[config.mk]
export PLATFORM = sky130hd
export DESIGN_NAME = if_stage
export DESIGN_NICKNAME = d
export VERILOG_FILES = /design/src/rtl/fetch_pkg.sv /design/src/rtl/if_id_register.sv /design/src/rtl/if_stage.sv
export SDC_FILE = /design/constraint.sdc
export NUM_CORES = 1
export LEC_CHECK = 0
export ABC_CLOCK_PERIOD_IN_PS = 3620
export CORE_ASPECT_RATIO = 1.25
export CORE_MARGIN = 2
export CORE_UTILIZATION = 50
export DETAILED_ROUTE_END_ITERATION = 10
export PLACE_DENSITY = 0.81
export SYNTH_ARGS = -nofsm -noshare
export SYNTH_HDL_FRONTEND = slang
export SYNTH_SLANG_ARGS = --single-unit
[constraint.sdc]
create_clock -name clock -period 3.62 [get_ports clock]
set_input_delay 0.362 -clock clock [delete_from_list [all_inputs] [get_ports clock]]
set_output_delay 0.362 -clock clock [all_outputs]
set_load 0.01 [all_outputs]
[src/rtl/fetch_pkg.sv]
// Shared definitions for the instruction-fetch stage.
//   - Datapath widths (instruction, PC, register index).
//   - Bit positions of the fields that decode pulls out of an instruction.
//   - NOP encoding used for pipeline bubbles.
//   - Fetch FSM state type.
package fetch_pkg;

  localparam int INSTR_W = 16;
  localparam int PC_W    = 16;
  localparam int REG_W   = 3;

  localparam int OPC_MSB   = 15;
  localparam int OPC_LSB   = 12;
  localparam int RS_MSB    = 11;
  localparam int RS_LSB    = 9;
  localparam int RT_MSB    = 8;
  localparam int RT_LSB    = 6;
  localparam int RD_MSB    = 5;
  localparam int RD_LSB    = 3;
  localparam int FUNCT_MSB = 1;
  localparam int FUNCT_LSB = 0;
  localparam int IMM6_MSB  = 5;
  localparam int IMM6_LSB  = 0;

  localparam logic [INSTR_W-1:0] NOP_INSTR = 16'h0000;

  // EMPTY: nothing in flight, skid empty
  // FETCH: one request in flight
  // HELD : skid full, nothing in flight
  typedef enum logic [1:0] {
    EMPTY = 2'd0,
    FETCH = 2'd1,
    HELD  = 2'd2
  } fetch_state_e;

endpackage

[src/rtl/if_id_register.sv]
// IF/ID pipeline register with load/hold/flush control and decode field split.
// Ports:
//   clock, reset        - clock, async active-high reset
//   i_load, i_flush     - load new instruction / insert bubble (flush wins)
//   i_instr, i_pc       - instruction and its word address to load
//   o_valid, o_pc, o_pc_plus1, o_instr - register contents
//   o_opcode, o_rs, o_rt, o_rd, o_funct, o_imm6 - combinational field slices
module if_id_register
  import fetch_pkg::*;
(
  input  logic               clock,
  input  logic               reset,
  input  logic               i_load,
  input  logic               i_flush,
  input  logic [INSTR_W-1:0] i_instr,
  input  logic [PC_W-1:0]    i_pc,
  output logic               o_valid,
  output logic [PC_W-1:0]    o_pc,
  output logic [PC_W-1:0]    o_pc_plus1,
  output logic [INSTR_W-1:0] o_instr,
  output logic [3:0]         o_opcode,
  output logic [REG_W-1:0]   o_rs,
  output logic [REG_W-1:0]   o_rt,
  output logic [REG_W-1:0]   o_rd,
  output logic [1:0]         o_funct,
  output logic [5:0]         o_imm6
);

  logic               r_valid;
  logic [INSTR_W-1:0] r_instr;
  logic [PC_W-1:0]    r_pc;

  // A flush keeps the stale PC; it is meaningless while r_valid is low.
  always_ff @(posedge clock or posedge reset) begin
    if (reset) begin
      r_valid <= 1'b0;
      r_instr <= NOP_INSTR;
      r_pc    <= '0;
    end else if (i_flush) begin
      r_valid <= 1'b0;
      r_instr <= NOP_INSTR;
    end else if (i_load) begin
      r_valid <= 1'b1;
      r_instr <= i_instr;
      r_pc    <= i_pc;
    end
  end

  assign o_valid    = r_valid;
  assign o_pc       = r_pc;
  assign o_pc_plus1 = r_pc + 16'd1;
  assign o_instr    = r_instr;

  // rd and imm6 overlap; decode picks one by instruction type.
  assign o_opcode = r_instr[OPC_MSB:OPC_LSB];
  assign o_rs     = r_instr[RS_MSB:RS_LSB];
  assign o_rt     = r_instr[RT_MSB:RT_LSB];
  assign o_rd     = r_instr[RD_MSB:RD_LSB];
  assign o_funct  = r_instr[FUNCT_MSB:FUNCT_LSB];
  assign o_imm6   = r_instr[IMM6_MSB:IMM6_LSB];

endmodule

[src/rtl/if_stage.sv]
// Instruction-fetch stage: program counter, fixed one-cycle-latency imem
// interface, one-entry skid buffer for decode stalls, branch/jump redirect.
// Ports:
//   clock, reset           - clock, async active-high reset
//   stall                  - decode cannot accept; IF/ID and PC hold
//   redirect, redirect_pc  - taken branch/jump and its target word address
//   imem_req, imem_addr    - fetch request and word address
//   imem_rdata             - instruction, valid the cycle after a request
//   if_valid, if_pc, if_pc_plus1, if_instr - IF/ID register contents
//   opcode, rs, rt, rd, funct, signalToExtend - IF/ID instruction fields
module if_stage
  import fetch_pkg::*;
#(
  parameter logic [15:0] PC_RESET = 16'h0000
) (
  input  logic               clock,
  input  logic               reset,
  input  logic               stall,
  input  logic               redirect,
  input  logic [PC_W-1:0]    redirect_pc,
  output logic               imem_req,
  output logic [PC_W-1:0]    imem_addr,
  input  logic [INSTR_W-1:0] imem_rdata,
  output logic               if_valid,
  output logic [PC_W-1:0]    if_pc,
  output logic [PC_W-1:0]    if_pc_plus1,
  output logic [INSTR_W-1:0] if_instr,
  output logic [3:0]         opcode,
  output logic [REG_W-1:0]   rs,
  output logic [REG_W-1:0]   rt,
  output logic [REG_W-1:0]   rd,
  output logic [1:0]         funct,
  output logic [5:0]         signalToExtend
);

  fetch_state_e       r_state;
  fetch_state_e       w_state_next;
  logic [PC_W-1:0]    r_pc;
  logic [PC_W-1:0]    r_fl_pc;       // address of the request in flight
  logic [INSTR_W-1:0] r_skid_instr;
  logic [PC_W-1:0]    r_skid_pc;

  logic               w_req;
  logic [PC_W-1:0]    w_addr;
  logic               w_load;
  logic               w_flush;
  logic               w_skid_we;
  logic [INSTR_W-1:0] w_load_instr;
  logic [PC_W-1:0]    w_load_pc;

  // Never request while stalled (unless redirecting), so the skid cannot overflow.
  assign w_req     = !reset && (redirect || !stall);
  assign w_addr    = redirect ? redirect_pc : r_pc;
  assign imem_req  = w_req;
  assign imem_addr = w_addr;

  always_comb begin
    w_state_next = r_state;
    w_load       = 1'b0;
    w_flush      = 1'b0;
    w_skid_we    = 1'b0;
    w_load_instr = imem_rdata;
    w_load_pc    = r_fl_pc;
    if (redirect) begin
      // Drop in-flight data and skid; the target request is issued this cycle.
      w_state_next = FETCH;
      w_flush      = 1'b1;
    end else begin
      case (r_state)
        EMPTY: begin
          if (!stall) begin
            w_state_next = FETCH;
            w_flush      = 1'b1;
          end
        end
        FETCH: begin
          if (!stall) begin
            w_load = 1'b1;
          end else begin
            w_skid_we    = 1'b1;
            w_state_next = HELD;
          end
        end
        HELD: begin
          if (!stall) begin
            w_load       = 1'b1;
            w_load_instr = r_skid_instr;
            w_load_pc    = r_skid_pc;
            w_state_next = FETCH;
          end
        end
        default: w_state_next = EMPTY;
      endcase
    end
  end

  always_ff @(posedge clock or posedge reset) begin
    if (reset) begin
      r_state      <= EMPTY;
      r_pc         <= PC_RESET;
      r_fl_pc      <= '0;
      r_skid_instr <= NOP_INSTR;
      r_skid_pc    <= '0;
    end else begin
      r_state <= w_state_next;
      if (w_req) begin
        r_pc    <= w_addr + 16'd1;
        r_fl_pc <= w_addr;
      end
      if (redirect) begin
        r_skid_instr <= NOP_INSTR;
        r_skid_pc    <= '0;
      end else if (w_skid_we) begin
        r_skid_instr <= imem_rdata;
        r_skid_pc    <= r_fl_pc;
      end
    end
  end

  if_id_register u_if_id (
    .clock      (clock),
    .reset      (reset),
    .i_load     (w_load),
    .i_flush    (w_flush),
    .i_instr    (w_load_instr),
    .i_pc       (w_load_pc),
    .o_valid    (if_valid),
    .o_pc       (if_pc),
    .o_pc_plus1 (if_pc_plus1),
    .o_instr    (if_instr),
    .o_opcode   (opcode),
    .o_rs       (rs),
    .o_rt       (rt),
    .o_rd       (rd),
    .o_funct    (funct),
    .o_imm6     (signalToExtend)
  );

endmodule

==> impl_results.md <==
* Clock skew at 0.00896 ns
* Max incr delay on CP at 0.98 ns
* R2R depth at 7
* Pwr Total at approximately 4 mW
* Top cell type's share of synthesized area at 49.1%
* Gr busiest metal: met2
* Clock Latency Late Sink at 0.34 ns
* Post-CTS Setup Inserts at 0
* XOR/XNOR share of the synthesized area at 3.30%
* RSZ-0062 raised after global routing: no
* H-tree levels at 3
* Final HPWL DP at 8320 um
* Synth Area in Compound Gates at 18.8%
* Global Route met2 Usage at 37.9%
* Starting Density at 50.7%
* Post-route DRC at 0
* CP cell instances: clkdlybuf4s50_1 > buf_4 > mux2_2 > clkdlybuf4s50_1
* Critical Path RT at 3.26 ns
* Ant. Diodes at 0
* Vias per cell at 5.73
* Hold Path Class: in2async
* # hold bufs at CTS at 0
* Combinational family with the most area after synthesis: compound AO/OA/AOI/OAI gates
* PwrDens at 606 mW/mm^2
* Global Route Usage Sum at 22.4%
* Outcome: completed
* Hold Fails Final Rpt at 0
* Synth-to-layout area growth at 30.0%
* Clk slew on worst S/H paths at 0.06 ns
* Finish-stage setup viols at 0
* Arrival time worst endpoint at about 2.6 ns
* Reg2reg end: u_if_id.o_pc[0]
* Cts repair resizes at 0
* Most used cell, CP: clkdlybuf4s50_1
* Max Buffers Root-to-Sink at 2
* Post-detailed-routing wire length at 11900 um
* Max Slew Vio Count at 0
* Number of global-route vias before repair at just under 4000
* Clock tree sinks at slightly below 100
* CTS tree: built
* Min cycle time layout at 2.97 ns
* Total CTS buffers at 9
* Critical path launch point: redirect
* Chip height at 116 um
* Setup TNS at 0 ns
* Crit. End Element: output port
* I/O pins at between 100 and 150
* FF-to-FF setup slack at approximately 0.91 ns
* Relative slew slack at 47.9%
* Total number of yosys warnings at 0
* Final ANT Viol Nets at 0
* FMAX at 0.337 GHz
* Kind of critical path: in2out
* Maximum capacitance violations at 0
* Gate Count Post-Synth at 480
* Peak VDD IR at roughly 0.28 mV
* Final core utilization at 66.0%
* First-pass GRT wire length at 19400 um
* Main area contributors after synthesis: dfrtp_1, a22o_1, nand2_1
* Congestion Overflow GR at 0
* Ys flop type: dfrtp_1
* CP max FO at 19
* RePlAce Congestion at 0.850
* Synth top cells by count: dfrtp_1, nand2_1, a22o_1
* Initial antenna violation count at 0
* Post-synth EDFFs at 0
* Met3 Usage GRT at 2.45%
* CP max-delay cell: clkdlybuf4s50_1
* Post-Synth Simple-Gate Area at roughly 14%
* Drt first pass iters at 4
* Core region area at ~0.010 mm^2
* Worst-Margin Slew at 0.779 ns
* Syn nets at 521
* Cell Rows at 41
* Cell taking the most area after synthesis: dfrtp_1
* #FFs+latches synth at 99
* Width of the die at 93.9 um
* R2r startpoint: r_state[0]
* Worst Setup EP: imem_addr[14]
* Final #Nets at 613
* Ratio of cells with drive above 1 in the final layout at under 10%
* Asr flop ratio synth at 100%
* Mapped cell area at 0.00505 mm^2
* Die ar. at 0.0109 mm^2
* Final period utilization at 82.0%
* Register area share after synthesis at 49.1%
* Leakage power total at between 2 and 3 nW
* # port buffers at 122
* Clock Tree Root: clkbuf_16
* Post-synth cell types at 56
* Largest net degree at the start of global routing at 70
* Via count at 4045
* Hold slack at about 0.45 ns
* Avg Cell Area, Syn at 10.5 um^2
* Crit path launch type: primary input
* Most numerous cell in the Yosys netlist: dfrtp_1
* Post-synthesis mux area share at approximately 6.4%
* GRT met1 Usage at 30.1%
* Adder-cell area share of the yosys netlist at ~1.2%
* Mean routed wirelength per cell at 16.9 um
* Fill cell count at 770
* Initial DRC Count at 309
## state kept, by name, indices dropped and copies added, names as in the netlist
signal	flops
r_fl_pc	16
r_pc	16
r_skid_instr	16
r_skid_pc	16
u_if_id.o_instr	16
u_if_id.o_pc	16
r_state	2
u_if_id.o_valid	1
## per-layer routing
metal / vias up / wire length, um
met4: 0 / 209
met2: 124 / 6050
met3: 14 / 464
met5: - / 0
met1: 2011 / 5180
li1: 1896 / -
## power by group
group / leakage [nW] / switching (mW) / internal, mW / total, mW
registers: 1.29 / 0.234 / 1.32 / 1.55
logic: 1.41 / 0.577 / 0.697 / 1.27
clock network: 0.180 / 0.407 / 0.745 / 1.15
## cell usage in the layout, fill, tap and decap left out, types with 11 or more instances in the layout
master	n
a22o_1	32
nand3_1	11
o2bb2ai_1	15
xnor2_1	17
o22ai_1	16
clkdlybuf4s50_1	122
inv_1	14
o21ai_0	28
nand2_1	67
mux2i_1	22
nor2_1	11
dfrtp_1	99
## how the worst min path moves through the flow
stage	slack, ns	to	cells past startpoint	start
after global routing	0.52	u_if_id.o_instr[15]	2	reset
final	0.45	r_pc[11]	2	reset
after CTS	0.47	u_if_id.o_instr[10]	2	reset
after floorplan	0.45	r_pc[14]	2	r_pc[14]
after global placement	0.48	r_pc[14]	2	r_pc[14]
after detailed placement	0.49	r_pc[15]	2	r_pc[15]
## final cells by class
cell class | instances | area, um^2 | area share (%)
Tap cell | 129 | 161 | 2.46
Multi-Input combinational cell | 314 | 2190 | 33.4
Clock inverter | 7 | 139 | 2.12
Sequential cell | 99 | 2480 | 37.7
Clock buffer | 9 | 225 | 3.43
Timing Repair Buffer | 132 | 1310 | 19.9
Inverter | 16 | 62.6 | 0.953
## metrics by stage
stage / cell area, um^2 / setup slack, ns / instances
2_1_floorplan: 5050 / 0.668 / 480
3_3_place_gp: 6200 / 0.653 / 690
3_5_place_dp: 6200 / 0.562 / 690
4_1_cts: 6570 / 0.660 / 706
5_1_grt: 6570 / 0.564 / 706
6_report: 6570 / 0.651 / 706
## worst max-delay path, delay by kind of cell
| family | cells | cell delay (ns) |
|---|---|---|
| buf+inv | 3 | 1.83 |
| mux | 1 | 0.41 |
## kinds of logic after synthesis
group / Yosys count
adder cells (fa/ha/maj): 5
AND/OR/NAND/NOR: 130
flip-flops: 99
multiplexers: 31
XOR/XNOR: 19
buffers and inverters: 67
AO/OA/AOI/OAI: 129
Power figures use the tool's default switching activity.
